$ cat config.mk
export PLATFORM = sky130hd
export DESIGN_NAME = reset_sequencer
export DESIGN_NICKNAME = d
export VERILOG_FILES = /design/src/rtl/nes_reset_pkg.sv /design/src/rtl/sync_2ff.sv /design/src/rtl/reset_sequencer.sv
export SDC_FILE = /design/constraint.sdc
export NUM_CORES = 1
export LEC_CHECK = 0
export CAP_MARGIN = 10
export CORE_ASPECT_RATIO = 1.25
export CORE_MARGIN = 8
export CORE_UTILIZATION = 55
export CTS_BUF_LIST = sky130_fd_sc_hd__clkbuf_16
export DETAILED_ROUTE_END_ITERATION = 8
export GPL_TIMING_DRIVEN = 0
export PLACE_DENSITY = 0.79
export SETUP_SLACK_MARGIN = 0.4
export SYNTH_ARGS = -nofsm -noshare
export SYNTH_HDL_FRONTEND = slang
export SYNTH_SLANG_ARGS = --single-unit
$ cat constraint.sdc
create_clock -name i_clk -period 3.6 [get_ports i_clk]
set_input_delay 0.9 -clock i_clk [delete_from_list [all_inputs] [get_ports i_clk]]
set_output_delay 0.9 -clock i_clk [all_outputs]
set_load 0.01 [all_outputs]
$ cat src/rtl/nes_reset_pkg.sv
// Shared definitions for the NES core reset tree: the FSM state encoding,
// the default timing constants and the bit order of the reset vector.
`timescale 1ns/1ps
package nes_reset_pkg;

    // 3-bit FSM encoding, also exported on the debug state port
    typedef enum logic [2:0] {
        ST_HOLD     = 3'd0,
        ST_REL_CLK  = 3'd1,
        ST_REL_MCU  = 3'd2,
        ST_REL_PPU  = 3'd3,
        ST_REL_CPU  = 3'd4,
        ST_RUN      = 3'd5,
        ST_BTN_WAIT = 3'd6,
        ST_SOFT     = 3'd7
    } state_t;

    // Default timing, in i_clk cycles
    localparam int DEF_POR_CYCLES       = 1024;
    localparam int DEF_STAGE_GAP_CYCLES = 16;
    localparam int DEF_DEBOUNCE_CYCLES  = 65536;
    localparam int DEF_CNT_W            = 17;

    // Reset vector, active-low, bit order {cpu, ppu, mcu, clk}
    typedef logic [3:0] rst_vec_t;

    localparam int RST_CLK = 0;
    localparam int RST_MCU = 1;
    localparam int RST_PPU = 2;
    localparam int RST_CPU = 3;

    // Every domain held in reset
    localparam rst_vec_t RST_ALL_ASSERTED = 4'b0000;
    // Soft reset: the MCU keeps running, everything else is held
    localparam rst_vec_t RST_SOFT_HOLD    = 4'b0010;

endpackage

$ cat src/rtl/sync_2ff.sv
// Single-bit two-flop synchronizer with a selectable reset value, so each
// input can come out of reset in its own inactive state.
`timescale 1ns/1ps
module sync_2ff #(
    parameter logic RESET_VAL = 1'b0
) (
    input  logic i_clk,
    input  logic i_reset_n,
    input  logic d,
    output logic q
);

    logic stage_p0;
    logic stage_p1;

    // Two-flop chain; the first flop may go metastable, the second settles it
    always_ff @(posedge i_clk or negedge i_reset_n) begin
        if (!i_reset_n) begin
            stage_p0 <= RESET_VAL;
            stage_p1 <= RESET_VAL;
        end else begin
            stage_p0 <= d;
            stage_p1 <= stage_p0;
        end
    end

    assign q = stage_p1;

endmodule

$ cat src/rtl/reset_sequencer.sv
// Staged reset tree for the NES core. Combines power-on reset, PLL lock,
// the front-panel button and MCU soft-reset requests, and releases the
// domains in the order clock generator, MCU, PPU, CPU. Resets assert
// asynchronously through i_reset_n and deassert on i_clk from flops only.
`timescale 1ns/1ps
module reset_sequencer
    import nes_reset_pkg::*;
#(
    parameter int POR_CYCLES       = DEF_POR_CYCLES,
    parameter int STAGE_GAP_CYCLES = DEF_STAGE_GAP_CYCLES,
    parameter int DEBOUNCE_CYCLES  = DEF_DEBOUNCE_CYCLES,
    // 2**CNT_W must exceed both POR_CYCLES and DEBOUNCE_CYCLES
    parameter int CNT_W            = DEF_CNT_W
) (
    input  logic       i_clk,
    input  logic       i_reset_n,
    input  logic       i_pll_locked,
    input  logic       i_button_n,
    input  logic       i_soft_reset_req,
    output logic       o_soft_reset_ack,
    output logic       o_reset_clk_n,
    output logic       o_reset_mcu_n,
    output logic       o_reset_ppu_n,
    output logic       o_reset_cpu_n,
    output logic [2:0] o_state,
    output logic       o_busy
);

    localparam logic [CNT_W-1:0] CNT_ONE  = CNT_W'(1);
    localparam logic [CNT_W-1:0] POR_LAST = CNT_W'(POR_CYCLES - 1);
    localparam logic [CNT_W-1:0] GAP_LAST = CNT_W'(STAGE_GAP_CYCLES - 1);
    localparam logic [CNT_W-1:0] DEB_LAST = CNT_W'(DEBOUNCE_CYCLES - 1);

    logic pll;
    logic btn_n;
    logic req;

    state_t           state;
    logic [CNT_W-1:0] cnt;
    logic [CNT_W-1:0] low_cnt;
    rst_vec_t         rst_vec;
    logic             busy;

    logic press;
    logic gap_done;
    logic release_phase;

    sync_2ff #(.RESET_VAL(1'b0)) u_sync_pll (
        .i_clk     (i_clk),
        .i_reset_n (i_reset_n),
        .d         (i_pll_locked),
        .q         (pll)
    );

    sync_2ff #(.RESET_VAL(1'b1)) u_sync_btn (
        .i_clk     (i_clk),
        .i_reset_n (i_reset_n),
        .d         (i_button_n),
        .q         (btn_n)
    );

    sync_2ff #(.RESET_VAL(1'b0)) u_sync_req (
        .i_clk     (i_clk),
        .i_reset_n (i_reset_n),
        .d         (i_soft_reset_req),
        .q         (req)
    );

    // A press is the button seen low on the sample that completes the
    // debounce window; the low-time counter is kept separate from the
    // sequencing counter so presses are caught during release staging too.
    assign press    = !btn_n && (low_cnt == DEB_LAST);
    assign gap_done = (cnt == GAP_LAST);

    assign release_phase = (state == ST_REL_CLK) || (state == ST_REL_MCU) ||
                           (state == ST_REL_PPU) || (state == ST_REL_CPU) ||
                           (state == ST_RUN);

    // Ack is a decode of flopped signals: high for the single cycle in which
    // the FSM is in RUN and is about to take the request (PLL loss and button
    // press win over it).
    assign o_soft_reset_ack = (state == ST_RUN) && pll && !press && req;

    // Button-low time: any high sample clears, saturates at the press point
    always_ff @(posedge i_clk or negedge i_reset_n) begin
        if (!i_reset_n) begin
            low_cnt <= '0;
        end else if (btn_n) begin
            low_cnt <= '0;
        end else if (low_cnt != DEB_LAST) begin
            low_cnt <= low_cnt + CNT_ONE;
        end
    end

    // Sequencing FSM with registered reset vector and busy flag
    always_ff @(posedge i_clk or negedge i_reset_n) begin
        if (!i_reset_n) begin
            state   <= ST_HOLD;
            cnt     <= '0;
            rst_vec <= RST_ALL_ASSERTED;
            busy    <= 1'b1;
        end else if ((state != ST_HOLD) && !pll) begin
            state   <= ST_HOLD;
            cnt     <= '0;
            rst_vec <= RST_ALL_ASSERTED;
            busy    <= 1'b1;
        end else if (release_phase && press) begin
            state   <= ST_BTN_WAIT;
            cnt     <= '0;
            rst_vec <= RST_ALL_ASSERTED;
            busy    <= 1'b1;
        end else begin
            case (state)
                ST_HOLD: begin
                    if (!pll) begin
                        cnt <= '0;
                    end else if (cnt == POR_LAST) begin
                        state            <= ST_REL_CLK;
                        cnt              <= '0;
                        rst_vec[RST_CLK] <= 1'b1;
                    end else begin
                        cnt <= cnt + CNT_ONE;
                    end
                end
                ST_REL_CLK: begin
                    if (gap_done) begin
                        state            <= ST_REL_MCU;
                        cnt              <= '0;
                        rst_vec[RST_MCU] <= 1'b1;
                    end else begin
                        cnt <= cnt + CNT_ONE;
                    end
                end
                ST_REL_MCU: begin
                    if (gap_done) begin
                        state            <= ST_REL_PPU;
                        cnt              <= '0;
                        rst_vec[RST_PPU] <= 1'b1;
                    end else begin
                        cnt <= cnt + CNT_ONE;
                    end
                end
                ST_REL_PPU: begin
                    if (gap_done) begin
                        state            <= ST_REL_CPU;
                        cnt              <= '0;
                        rst_vec[RST_CPU] <= 1'b1;
                    end else begin
                        cnt <= cnt + CNT_ONE;
                    end
                end
                ST_REL_CPU: begin
                    if (gap_done) begin
                        state <= ST_RUN;
                        cnt   <= '0;
                        busy  <= 1'b0;
                    end else begin
                        cnt <= cnt + CNT_ONE;
                    end
                end
                ST_RUN: begin
                    cnt <= '0;
                    if (req) begin
                        state   <= ST_SOFT;
                        rst_vec <= RST_SOFT_HOLD;
                        busy    <= 1'b1;
                    end
                end
                ST_SOFT: begin
                    // Rejoin the staged release at the MCU step; the MCU
                    // release there is a no-op because it never went low.
                    if (gap_done) begin
                        state            <= ST_REL_MCU;
                        cnt              <= '0;
                        rst_vec[RST_CLK] <= 1'b1;
                    end else begin
                        cnt <= cnt + CNT_ONE;
                    end
                end
                ST_BTN_WAIT: begin
                    if (!btn_n) begin
                        cnt <= '0;
                    end else if (cnt == DEB_LAST) begin
                        state <= ST_HOLD;
                        cnt   <= '0;
                    end else begin
                        cnt <= cnt + CNT_ONE;
                    end
                end
                default: begin
                    state   <= ST_HOLD;
                    cnt     <= '0;
                    rst_vec <= RST_ALL_ASSERTED;
                    busy    <= 1'b1;
                end
            endcase
        end
    end

    assign o_reset_clk_n = rst_vec[RST_CLK];
    assign o_reset_mcu_n = rst_vec[RST_MCU];
    assign o_reset_ppu_n = rst_vec[RST_PPU];
    assign o_reset_cpu_n = rst_vec[RST_CPU];
    assign o_state       = state;
    assign o_busy        = busy;

endmodule
==> metrics.md, run 1 <==
| Metric | Value |
|---|---|
| HP Class | reg2reg |
| Crit path required time | 2.70 ns |
| Syn Area/Cell | 9.62 um^2 |
| Setup violators final | 0 |
| Clock Pin Slew Worst Setup and Hold Paths | 0.06 ns |
| Worst-Margin Slew | 0.757 ns |
| Final-layout fill cell count | 342 |
| CTS Buffer Depth | 2 |
| Vias/cell | 5.64 |
| Ys async rst share | 100% |
| Clk_lat worst skew | 0.29 ns |
| Status | complete, no violations |
| IO Pins | 14 |
| Cts bufs inserted | 5 |
| Pwr Density | 356 nW/um^2 |
| Crit end category | output pin |
| CTS tree | done |
| Cells after Synth | 259 |
| GRT Total Usage | 14.3% |
| Launch point of the worst reg-to-reg path | low_cnt[0] |
| Synth area leader | dfrtp_1 |
| Final Wtd Congestion | 0.906 |
| Chip Height | 91.2 um |
| Detailed Route WL | 4770 um |
| WP data arrival | 2.19 ns |
| Endpoint, Worst Hold | u_sync_req.q |
| Synth Warn # | 0 |
| Worst Hold Path Cells | 0 |
| H-Tree Level Count | 2 |
| Pre-CTS WS | -0.0174 ns |
| Setup TNS | 0 ns |
| Sequential cell area fraction in the yosys report | 48.4% |
| Area Overhead vs Synth | 17.2% |
| Leak | 1.26 nW |
| Via count | 1936 |
| Post-synth EDFFs | 0 |
| Max_slew headroom | 49.2% |
| Full die area | 6950 um^2 |
| Primary FF master, synth | dfrtp_1 |
| Grt ovf | 0 |
| Routed Antenna Nets | 0 |
| Metal-1 WL | 2140 um |
| DRC | 0 |
| Share of cells above drive strength 1 | 12.3% |
| First-pass GRT wire length | 8410 um |
| Min cycle time layout | 3.09 ns |
| Final worst slack | 0.509 ns |
| FF+latch count, synth | 48 |
| Fmax | 323 MHz |
| Flip-flop and latch area | 1200 um^2 |
| Post-synthesis cell type count | 48 |
| Post-synth net total | 269 |
| Ranking of synthesized cells by area | dfrtp_1, nor2_1, xor2_1 |
| Max Slew Vio Count | 0 |
| Synth top area share | 45.2% |
| Met3 Routed Length | 235 um |
| DP Area | 2710 um^2 |
| Worst r2r dst | low_cnt[13] |
| Cell area after synthesis | 2490 um^2 |
| CTS Sinks | 48 |
| Worst vdd ir | 0.386 mV |
| Fin. Hold Viols | 0 |
| FF-to-FF setup slack | 0.80 ns |
| Final HPWL DP | 3330 um |
| Startpoint types | flop |
| Maxcap violations | 0 |
| Root buf cell | clkbuf_16 |
| Fin nets | 294 |
| Tcrit/Tclk final | 85.9% |
| Iteration-0 DRC Markers | 218 |
| Ant diodes | 0 |
| Die Wd | 76.2 um |
| Core Footprint | 4390 um^2 |
| Setup Crit Path Kind | reg2out |
| Design area | 2920 um^2 |
| Vias in the first global route | 1904 |
| Worst Path Max Fanout | 7 |
| DR top layer | met4 |
| Slowest cell on the critical path | dfrtp_1 |
| Largest net degree at the start of global routing | 35 |
| Clock skew | 0.00967 ns |
| Worst hold path startpoint | u_sync_req.stage_p0 |
| Routed length on met2 | 2340 um |
| Drt first pass iters | 4 |
| Initial antenna violation count | 0 |
| Rows | 27 |
| Worst R2R Path Depth | 13 |
| Multi-input gate area | 1230 um^2 |
| Unrepaired setup endpoints after global routing | false |
| I/O Buffers | 13 |
| Drt wl/cell | 13.9 um |
| Slowest stage delay, CP | 0.39 ns |
| Critical path, cell by cell | ha_2 -> nand2_2 -> nor3_2 -> and4_1 -> ha_1 -> clkbuf_8 -> nor2b_2 -> buf_4 -> nor4b_4 -> buf_2 |
| Starting Density | 56.7% |
==> cells by family (layout without fill, tap and decap cells) <==
family / count (synthesis) / in the layout / synth area share, %
buf+inv: 19 / 45 / 3.67
mux: 2 / 2 / 0.804
xor+xnor: 29 / 29 / 10.2
compound gates: 35 / 35 / 10.5
flops: 48 / 48 / 48.4
fa+ha+maj: 5 / 5 / 2.51
simple gates: 121 / 121 / 24.0
==> metal layers <==
layer / global-route usage, % / vias up
met5: 0 / -
met3: 3.85 / 8
met1: 17.0 / 925
met2: 24.3 / 58
li1: - / 945
met4: 4.98 / 0
==> metrics by stage <==
stage	hold slack, ns	cells	utilization [%]	power (mW)
after floorplan	0.331	259	-	0.585
after global placement	0.336	330	61.3	0.605
after detailed placement	0.341	331	61.7	0.608
after CTS	0.355	342	66.1	1.05
after global routing	0.360	343	66.5	1.08
final	0.352	343	66.5	1.04
==> critical path, delay by kind of cell, from the launching register on <==
family	cells	cell delay [ns]
adder cells (fa/ha/maj)	2	0.39
AND/OR/NAND/NOR	5	0.67
buffers and inverters	3	0.48
flip-flops	1	0.39
==> how the worst max path moves through the flow <==
stage | cells after the start | slack (ns) | startpoint | end
floorplan | 9 | 0.63 | low_cnt[0] | o_soft_reset_ack
global placement | 10 | 0.02 | low_cnt[0] | o_soft_reset_ack
detailed placement | 10 | -0.02 | low_cnt[0] | o_soft_reset_ack
CTS | 10 | 0.41 | low_cnt[1] | o_soft_reset_ack
global route | 10 | 0.41 | low_cnt[0] | o_soft_reset_ack
finish | 10 | 0.51 | low_cnt[0] | o_soft_reset_ack
==> cell usage in the layout, fill, tap and decap left out, types with 2 or more instances in the layout <==
cell type	n
and3_1	5
xnor2_1	12
nor3_1	6
nor2b_1	3
clkbuf_1	3
a21oi_1	6
buf_2	5
o21ai_0	5
clkbuf_16	5
nor4_1	4
inv_1	8
xor2_1	17
nor2_1	46
mux2i_1	2
dfrtp_1	45
nand3_1	15
ha_1	4
clkdlybuf4s50_1	11
and2_1	2
nand2_1	14
nand2b_1	4
dfstp_2	3
a211oi_1	3
a32oi_1	2
o21a_1	4
buf_4	7
o22ai_1	2
and4_1	4
nand4_1	8
==> power breakdown <==
part / leakage, nW / internal (mW) / switching [mW]
combinational: 0.543 / 0.0187 / 0.0277
clock: 0.0726 / 0.253 / 0.184
sequential: 0.646 / 0.549 / 0.00714
==> flip-flops by register name, summed over array words and instances, names as in the netlist <==
register             flops
cnt                     17
low_cnt                 17
o_busy                   1
o_state                  3
rst_vec                  4
u_sync_btn.q             1
u_sync_btn.stage_p0      1
u_sync_pll.q             1
u_sync_pll.stage_p0      1
u_sync_req.q             1
u_sync_req.stage_p0      1
==> layout make-up <==
type / count / area share (%)
multi-input cells: 192 / 42.0
flip-flops and latches: 48 / 41.3
repair buffers: 18 / 5.83
clock buffers: 5 / 4.28
plain buffers: 12 / 2.66
well taps: 58 / 2.49
inverters: 7 / 0.900
clock inverters: 3 / 0.557
==> Yosys cell counts (2+ instances only) <==
cell type / number
nor2_1: 46
nor2b_1: 4
o22ai_1: 2
xor2_1: 17
a211oi_1: 3
nor4_1: 4
mux2i_1: 2
and4_1: 4
buf_2: 4
nand2_1: 15
nor3_1: 7
ha_1: 5
clkbuf_1: 4
nand3_1: 16
xnor2_1: 12
nand4_1: 8
a32oi_1: 2
o21ai_0: 5
inv_1: 7
and3_1: 5
dfrtp_1: 45
nand2b_1: 4
dfstp_2: 3
and2_1: 2
a21oi_1: 6
o21a_1: 4
buf_4: 2
==> repair_timing <==
| item | 4_1_cts | 5_1_grt |
|---|---|---|
| hold endpoints to repair | 0 | 0 |
| pin swaps | 0 | 2 |
| buffers inserted | 3 | 1 |
| gates resized for setup | 13 | 2 |
| hold buffers | 0 | 0 |
| endpoints found under the setup margin | 1 | 1 |
No activity file was read; power rests on OpenSTA's default activity.
==> run 2, diff against run 1 <==
--- a/config.mk
+++ b/config.mk
@@ -8,11 +8,11 @@
 export CAP_MARGIN = 10
 export CORE_ASPECT_RATIO = 1.25
 export CORE_MARGIN = 8
-export CORE_UTILIZATION = 55
+export CORE_UTILIZATION = 33
 export CTS_BUF_LIST = sky130_fd_sc_hd__clkbuf_16
 export DETAILED_ROUTE_END_ITERATION = 8
 export GPL_TIMING_DRIVEN = 0
-export PLACE_DENSITY = 0.79
+export PLACE_DENSITY = 0.54
 export SETUP_SLACK_MARGIN = 0.4
 export SYNTH_ARGS = -nofsm -noshare
 export SYNTH_HDL_FRONTEND = slang
==> metrics.md, run 2 (synthesized netlist as in run 1, its figures left out) <==
| Metric | Value |
|---|---|
| Setup Crit Path Kind | reg2out |
| Cts bufs inserted | 5 (unchanged) |
| Drt first pass iters | 4 (unchanged) |
| Final Wtd Congestion | 0.914 (+0.89%) |
| Largest net degree at the start of global routing | 38 (+8.6%) |
| Worst vdd ir | 0.212 mV (-45%) |
| WP data arrival | 2.15 ns (-0.04 ns) |
| Flip-flop and latch area | 1200 um^2 (unchanged) |
| Clk_lat worst skew | 0.29 ns (about the same) |
| Setup violators final | 0 (unchanged) |
| Max_slew headroom | 56.3% (+7.2 points) |
| CTS tree | done |
| Iteration-0 DRC Markers | 89 (-59%) |
| Full die area | 10600 um^2 (+52%) |
| Leak | 1.28 nW (+1.4%) |
| Hold-fix buffers, CTS | 0 (unchanged) |
| Via count | 1881 (-2.8%) |
| Min cycle time layout | 3.05 ns (-0.0435 ns) |
| Share of cells above drive strength 1 | 13.2% (+0.96 points) |
| DRC | 0 (unchanged) |
| Die Wd | 93.7 um (+23%) |
| Tcrit/Tclk final | 84.7% (-1.2 points) |
| Fmax | 328 MHz (+1.4%) |
| Pwr Density | 375 nW/um^2 (+5.3%) |
| FF-to-FF setup slack | 0.91 ns (+0.11 ns) |
| Routed Antenna Nets | 0 (unchanged) |
| GRT Total Usage | 9.99% (-4.3 points) |
| Setup TNS | 0 ns (unchanged) |
| IO Pins | 14 (unchanged) |
| Clock Pin Slew Worst Setup and Hold Paths | 0.07 ns (about the same) |
| Crit end category | output pin |
| Grt ovf | 0 (unchanged) |
| Status | complete, no violations |
| Detailed Route WL | 5020 um (+5.2%) |
| Max Slew Vio Count | 0 (unchanged) |
| Vias/cell | 4.96 (-12%) |
| Starting Density | 33.9% (-23 points) |
| CTS Sinks | 48 (unchanged) |
| Core Util, Final | 40.8% (-26 points) |
| Multi-input gate area | 1220 um^2 (-0.20%) |
| Root buf cell | clkbuf_16 |
| Commonest cells after routing, fill and taps aside | nor2_1, dfrtp_1, xor2_1 |
| Crit path required time | 2.70 ns (about the same) |
| Clock skew | 0.00913 ns (-0.000535 ns) |
| Chip Height | 113 um (+24%) |
| Most used cell, CP | ha_2 |
| HP Class | reg2reg |
| Initial antenna violation count | 0 (unchanged) |
| Fin. Hold Viols | 0 (unchanged) |
| Worst Path Max Fanout | 4 (-3) |
| First-pass GRT wire length | 8690 um (+3.3%) |
| Final-layout fill cell count | 718 (+110%) |
| Area Overhead vs Synth | 20.5% |
| Slowest cell on the critical path | dfrtp_1 |
| Fin nets | 296 (+0.68%) |
| Startpoint types | flop |
| Core Footprint | 7360 um^2 (+68%) |
| Rows | 35 (+30%) |
| Maxcap violations | 0 (unchanged) |
| Worst-Margin Slew | 0.650 ns (-0.107 ns) |
| H-Tree Level Count | 2 (unchanged) |
| I/O Buffers | 13 (unchanged) |
| Critical path, cell by cell | ha_2 -> nand2_2 -> nor3_1 -> and4_1 -> ha_2 -> buf_8 -> nor2b_4 -> buf_4 -> nor4b_4 -> buf_2 |
| Commonest non-fill, non-tap cell in the layout | nor2_1 |
| Largest regs | cnt: 17 flops, low_cnt: 17 flops, rst_vec: 4 flops |
| Drt wl/cell | 13.3 um (-4.8%) |
| Ant diodes | 0 (unchanged) |
| Unrepaired setup endpoints after global routing | false |
| Vias in the first global route | 1850 (-2.8%) |
| Final HPWL DP | 3580 um (+7.5%) |
| Slowest stage delay, CP | 0.40 ns (about the same) |
| CTS Buffer Depth | 2 (unchanged) |
==> run 2: cell types whose count changed in the layout (fill, tap and decap cells not counted), sizes merged <==
cell,before,now
buf,15,18
bufinv,0,1
clkbuf,9,8
clkinv,2,1
clkinvlp,0,1
inv,8,7
==> run 2: path summary, 6_finish.rpt <==
path / from / cells past startpoint / end
setup / recovery: low_cnt[1] / 10 / o_soft_reset_ack
hold / removal: u_sync_pll.stage_p0 / 0 / u_sync_pll.q
setup reg to reg: low_cnt[1] / 13 / low_cnt[15]
hold reg to reg: u_sync_pll.stage_p0 / 0 / u_sync_pll.q
max in group asynchronous: i_reset_n / 2 / u_sync_btn.q
min in group asynchronous: i_reset_n / 1 / rst_vec[0]
==> run 2: what timing repair did <==
action / 4_1_cts / 5_1_grt
setup buffers: 2 / 4
pin swaps: 1 / 4
gates resized for setup: 11 / 5
setup endpoints to repair: 1 / 1
==> run 2: worst max-delay path: cells and delay by family (launching register included) <==
| kind | cells | cell delay, ns |
|---|---|---|
| buffers and inverters | 3 | 0.43 |
| adders and majority gates | 2 | 0.39 |
| and+or+nand+nor | 5 | 0.66 |
| DFF | 1 | 0.40 |
==> run 2: layout make-up <==
type / instances / area share [%]
plain buffers: 12 / 2.62
clock buffers: 5 / 4.17
clock inverters: 3 / 1.42
inverters: 7 / 0.875
multi-input cells: 192 / 40.8
flip-flops and latches: 48 / 40.1
well taps: 92 / 3.83
repair buffers: 20 / 6.17
==> run 2: per-layer routing <==
metal	GRT usage (%)	wire (um)	up-vias	part of all wire, %
li1	-	-	949	-
met1	12.9	2350	898	47
met2	16.2	2440	28	48
met3	2.12	176	6	3.5
met4	2.86	60	0	1.2
met5	0	0	-	0
==> run 2: power breakdown <==
group          switching, mW  total [mW]  internal [mW]  leakage [nW]
Clock                  0.200       0.526          0.326        0.0798
Sequential           0.00778       0.557          0.549         0.646
Combinational         0.0271      0.0444         0.0173         0.554
Total                  0.235        1.13          0.893          1.28
==> run 2: metrics by stage <==
step | instances | worst slack (ns) | cell area [um^2] | hold WS (ns) | power, mW
2_1_floorplan | 259 | 0.634 | 2490 | 0.331 | 0.585
3_3_place_gp | 364 | 0.0569 | 2740 | 0.334 | 0.607
3_5_place_dp | 365 | 0.0137 | 2750 | 0.338 | 0.609
4_1_cts | 375 | 0.425 | 2950 | 0.352 | 1.14
5_1_grt | 379 | 0.414 | 3000 | 0.364 | 1.17
6_report | 379 | 0.552 | 3000 | 0.342 | 1.13
==> run 3, diff against run 2 <==
==> constraint.sdc (replaced) <==
create_clock -name i_clk -period 3 [get_ports i_clk]
set_input_delay 0.75 -clock i_clk [delete_from_list [all_inputs] [get_ports i_clk]]
set_output_delay 0.75 -clock i_clk [all_outputs]
set_load 0.01 [all_outputs]
==> metrics.md, run 3 (synthesized netlist as in run 1, its figures left out) <==
| Metric | Value |
|---|---|
| Ant diodes | 0 (unchanged) |
| Root buf cell | clkbuf_16 |
| Clock Power Share | 43.1% (-3.6 points) |
| H-Tree Level Count | 2 (unchanged) |
| GRT Total Usage | 10.6% (+0.61 points) |
| Crit end category | output pin |
| Drt first pass iters | 4 (unchanged) |
| Setup violators final | 0 (unchanged) |
| Status | complete, no violations |
| Fin. Hold Viols | 0 (unchanged) |
| Reg power frac | 52.5% (+3.1 points) |
| Core Util, Final | 40.9% (about the same) |
| Sw frac | 22.3% (+1.4 points) |
| Starting Density | 33.9% (unchanged) |
| Largest regs | cnt: 17 flops, low_cnt: 17 flops, rst_vec: 4 flops |
| Worst-Margin Slew | 0.690 ns (+0.0400 ns) |
| Area Overhead vs Synth | 20.6% (about the same) |
| Cts bufs inserted | 5 (unchanged) |
| Initial antenna violation count | 0 (unchanged) |
| P_sw | 0.283 mW (+21%) |
| Largest net degree at the start of global routing | 36 (-5.3%) |
| Unrepaired setup endpoints after global routing | true |
| HP Class | reg2reg |
| Final Hold Slack | 0.352 ns (+0.0103 ns) |
| I/O Buffers | 13 (unchanged) |
| Final-layout fill cell count | 741 (+3.2%) |
| Max Slew Vio Count | 0 (unchanged) |
| CTS Buffer Depth | 2 (unchanged) |
| Startpoint types | flop |
| Share of cells above drive strength 1 | 14.2% (+1.0 points) |
| Maxcap violations | 0 (unchanged) |
| Vias/cell | 5.01 (+0.90%) |
| IO Pins | 14 (unchanged) |
| Iteration-0 DRC Markers | 72 (-19%) |
| Pint | 0.989 mW (+11%) |
| Tcrit/Tclk final | 93.1% |
| Worst vdd ir | 0.218 mV (+3.1%) |
| Clk_lat worst skew | 0.29 ns (about the same) |
| Detailed Route WL | 5120 um (+1.9%) |
| Crit path required time | 2.25 ns (-0.45 ns) |
| Total power | 1.27 mW (+13%) |
| Full die area | 10600 um^2 (unchanged) |
| DRC | 0 (unchanged) |
| Chip Height | 113 um (unchanged) |
| Fmax | 358 MHz |
| Vias in the first global route | 2003 (+8.3%) |
| Drt wl/cell | 13.5 um (+1.6%) |
| Fin nets | 297 (+0.34%) |
| Clock Pin Slew Worst Setup and Hold Paths | 0.07 ns (about the same) |
| Grt ovf | 0 (unchanged) |
| Pwr Density | 423 nW/um^2 (+13%) |
| Core Footprint | 7360 um^2 (unchanged) |
| First-pass GRT wire length | 9230 um (+6.2%) |
| CTS tree | done |
| Routed Antenna Nets | 0 (unchanged) |
| Commonest non-fill, non-tap cell in the layout | nor2_1 |
| Clock skew | 0.00905 ns (-0.0000816 ns) |
| Leak | 1.27 nW (-0.39%) |
| Hold-fix buffers, CTS | 0 (unchanged) |
| Worst Path Max Fanout | 3 (-1) |
| Min cycle time layout | 2.79 ns |
| Final HPWL DP | 3730 um (+4.0%) |
| Die Wd | 93.7 um (unchanged) |
| Setup Crit Path Kind | reg2out |
| Flip-flop and latch area | 1200 um^2 (unchanged) |
| Via count | 1903 (+1.2%) |
| Final Wtd Congestion | 0.785 (-14%) |
| CTS Sinks | 48 (unchanged) |
| Rows | 35 (unchanged) |
| Part of the power in combinational logic | 4.4% (+0.5 points) |
| WP data arrival | 2.04 ns (-0.11 ns) |
| Max_slew headroom | 53.6% (-2.7 points) |
| Multi-input gate area | 1240 um^2 (+1.2%) |
| Commonest cells after routing, fill and taps aside | nor2_1, dfrtp_1, xor2_1 |
-- run 3: final cells by class --
type	instances	share of cell area (%)
inverters	7	0.874
multi-input cells	192	41.3
well taps	92	3.83
repair buffers	21	6.41
plain buffers	12	2.71
flip-flops and latches	48	40.1
clock buffers	5	4.16
clock inverters	3	0.666
-- run 3: worst max-delay path, cell delays in order, from the launching register on --
cell and delay [ns]:
dfrtp_1 0.39, ha_2 0.20, nand2_2 0.08, nor3_2 0.05, and4_1 0.16, ha_2 0.17
clkbuf_8 0.13, nor2b_4 0.12, buf_6 0.11, nor4b_4 0.19, buf_2 0.16
-- run 3: stage by stage --
step	area [um^2]	cells	setup TNS (ns)	setup WS [ns]
global route	3010	380	0	0.0865
detailed placement	2770	365	-0.374	-0.374
floorplan	2510	259	0	0.413
global placement	2750	364	-12.78	-0.332
CTS	2990	378	0	0.181
finish	3010	380	0	0.206
-- run 3: power by group through the flow --
stage	combinational (mW)	sequential (mW)	clock (mW)
after floorplan	0.0243	0.677	0
after global placement	0.0486	0.680	0
after detailed placement	0.0514	0.680	0
after CTS	0.0564	0.667	0.563
after global routing	0.0638	0.669	0.595
final	0.0564	0.667	0.549
-- run 3: what timing repair did --
item / 4_1_cts / 5_1_grt
setup endpoints to repair: 28 / 20
buffers inserted: 5 / 2
gates resized for setup: 16 / 1
pin swaps: 2 / 1
-- run 3: worst paths after layout --
check	depth (start not counted)	start	slack [ns]	endpoint
max	10	low_cnt[1]	0.21	o_soft_reset_ack
min	0	u_sync_pll.stage_p0	0.35	u_sync_pll.q
max reg2reg	13	low_cnt[1]	0.36	low_cnt[13]
min reg2reg	0	u_sync_pll.stage_p0	0.35	u_sync_pll.q
max in group asynchronous	2	i_reset_n	2.07	u_sync_btn.q
min in group asynchronous	1	i_reset_n	0.36	cnt[12]
-- run 3: layer usage --
layer	up-vias	routed length (um)	track usage, %
met4	0	67	4.45
met2	29	2550	17.5
met1	915	2310	13.1
met5	-	0	0
met3	6	186	2.05
li1	953	-	-
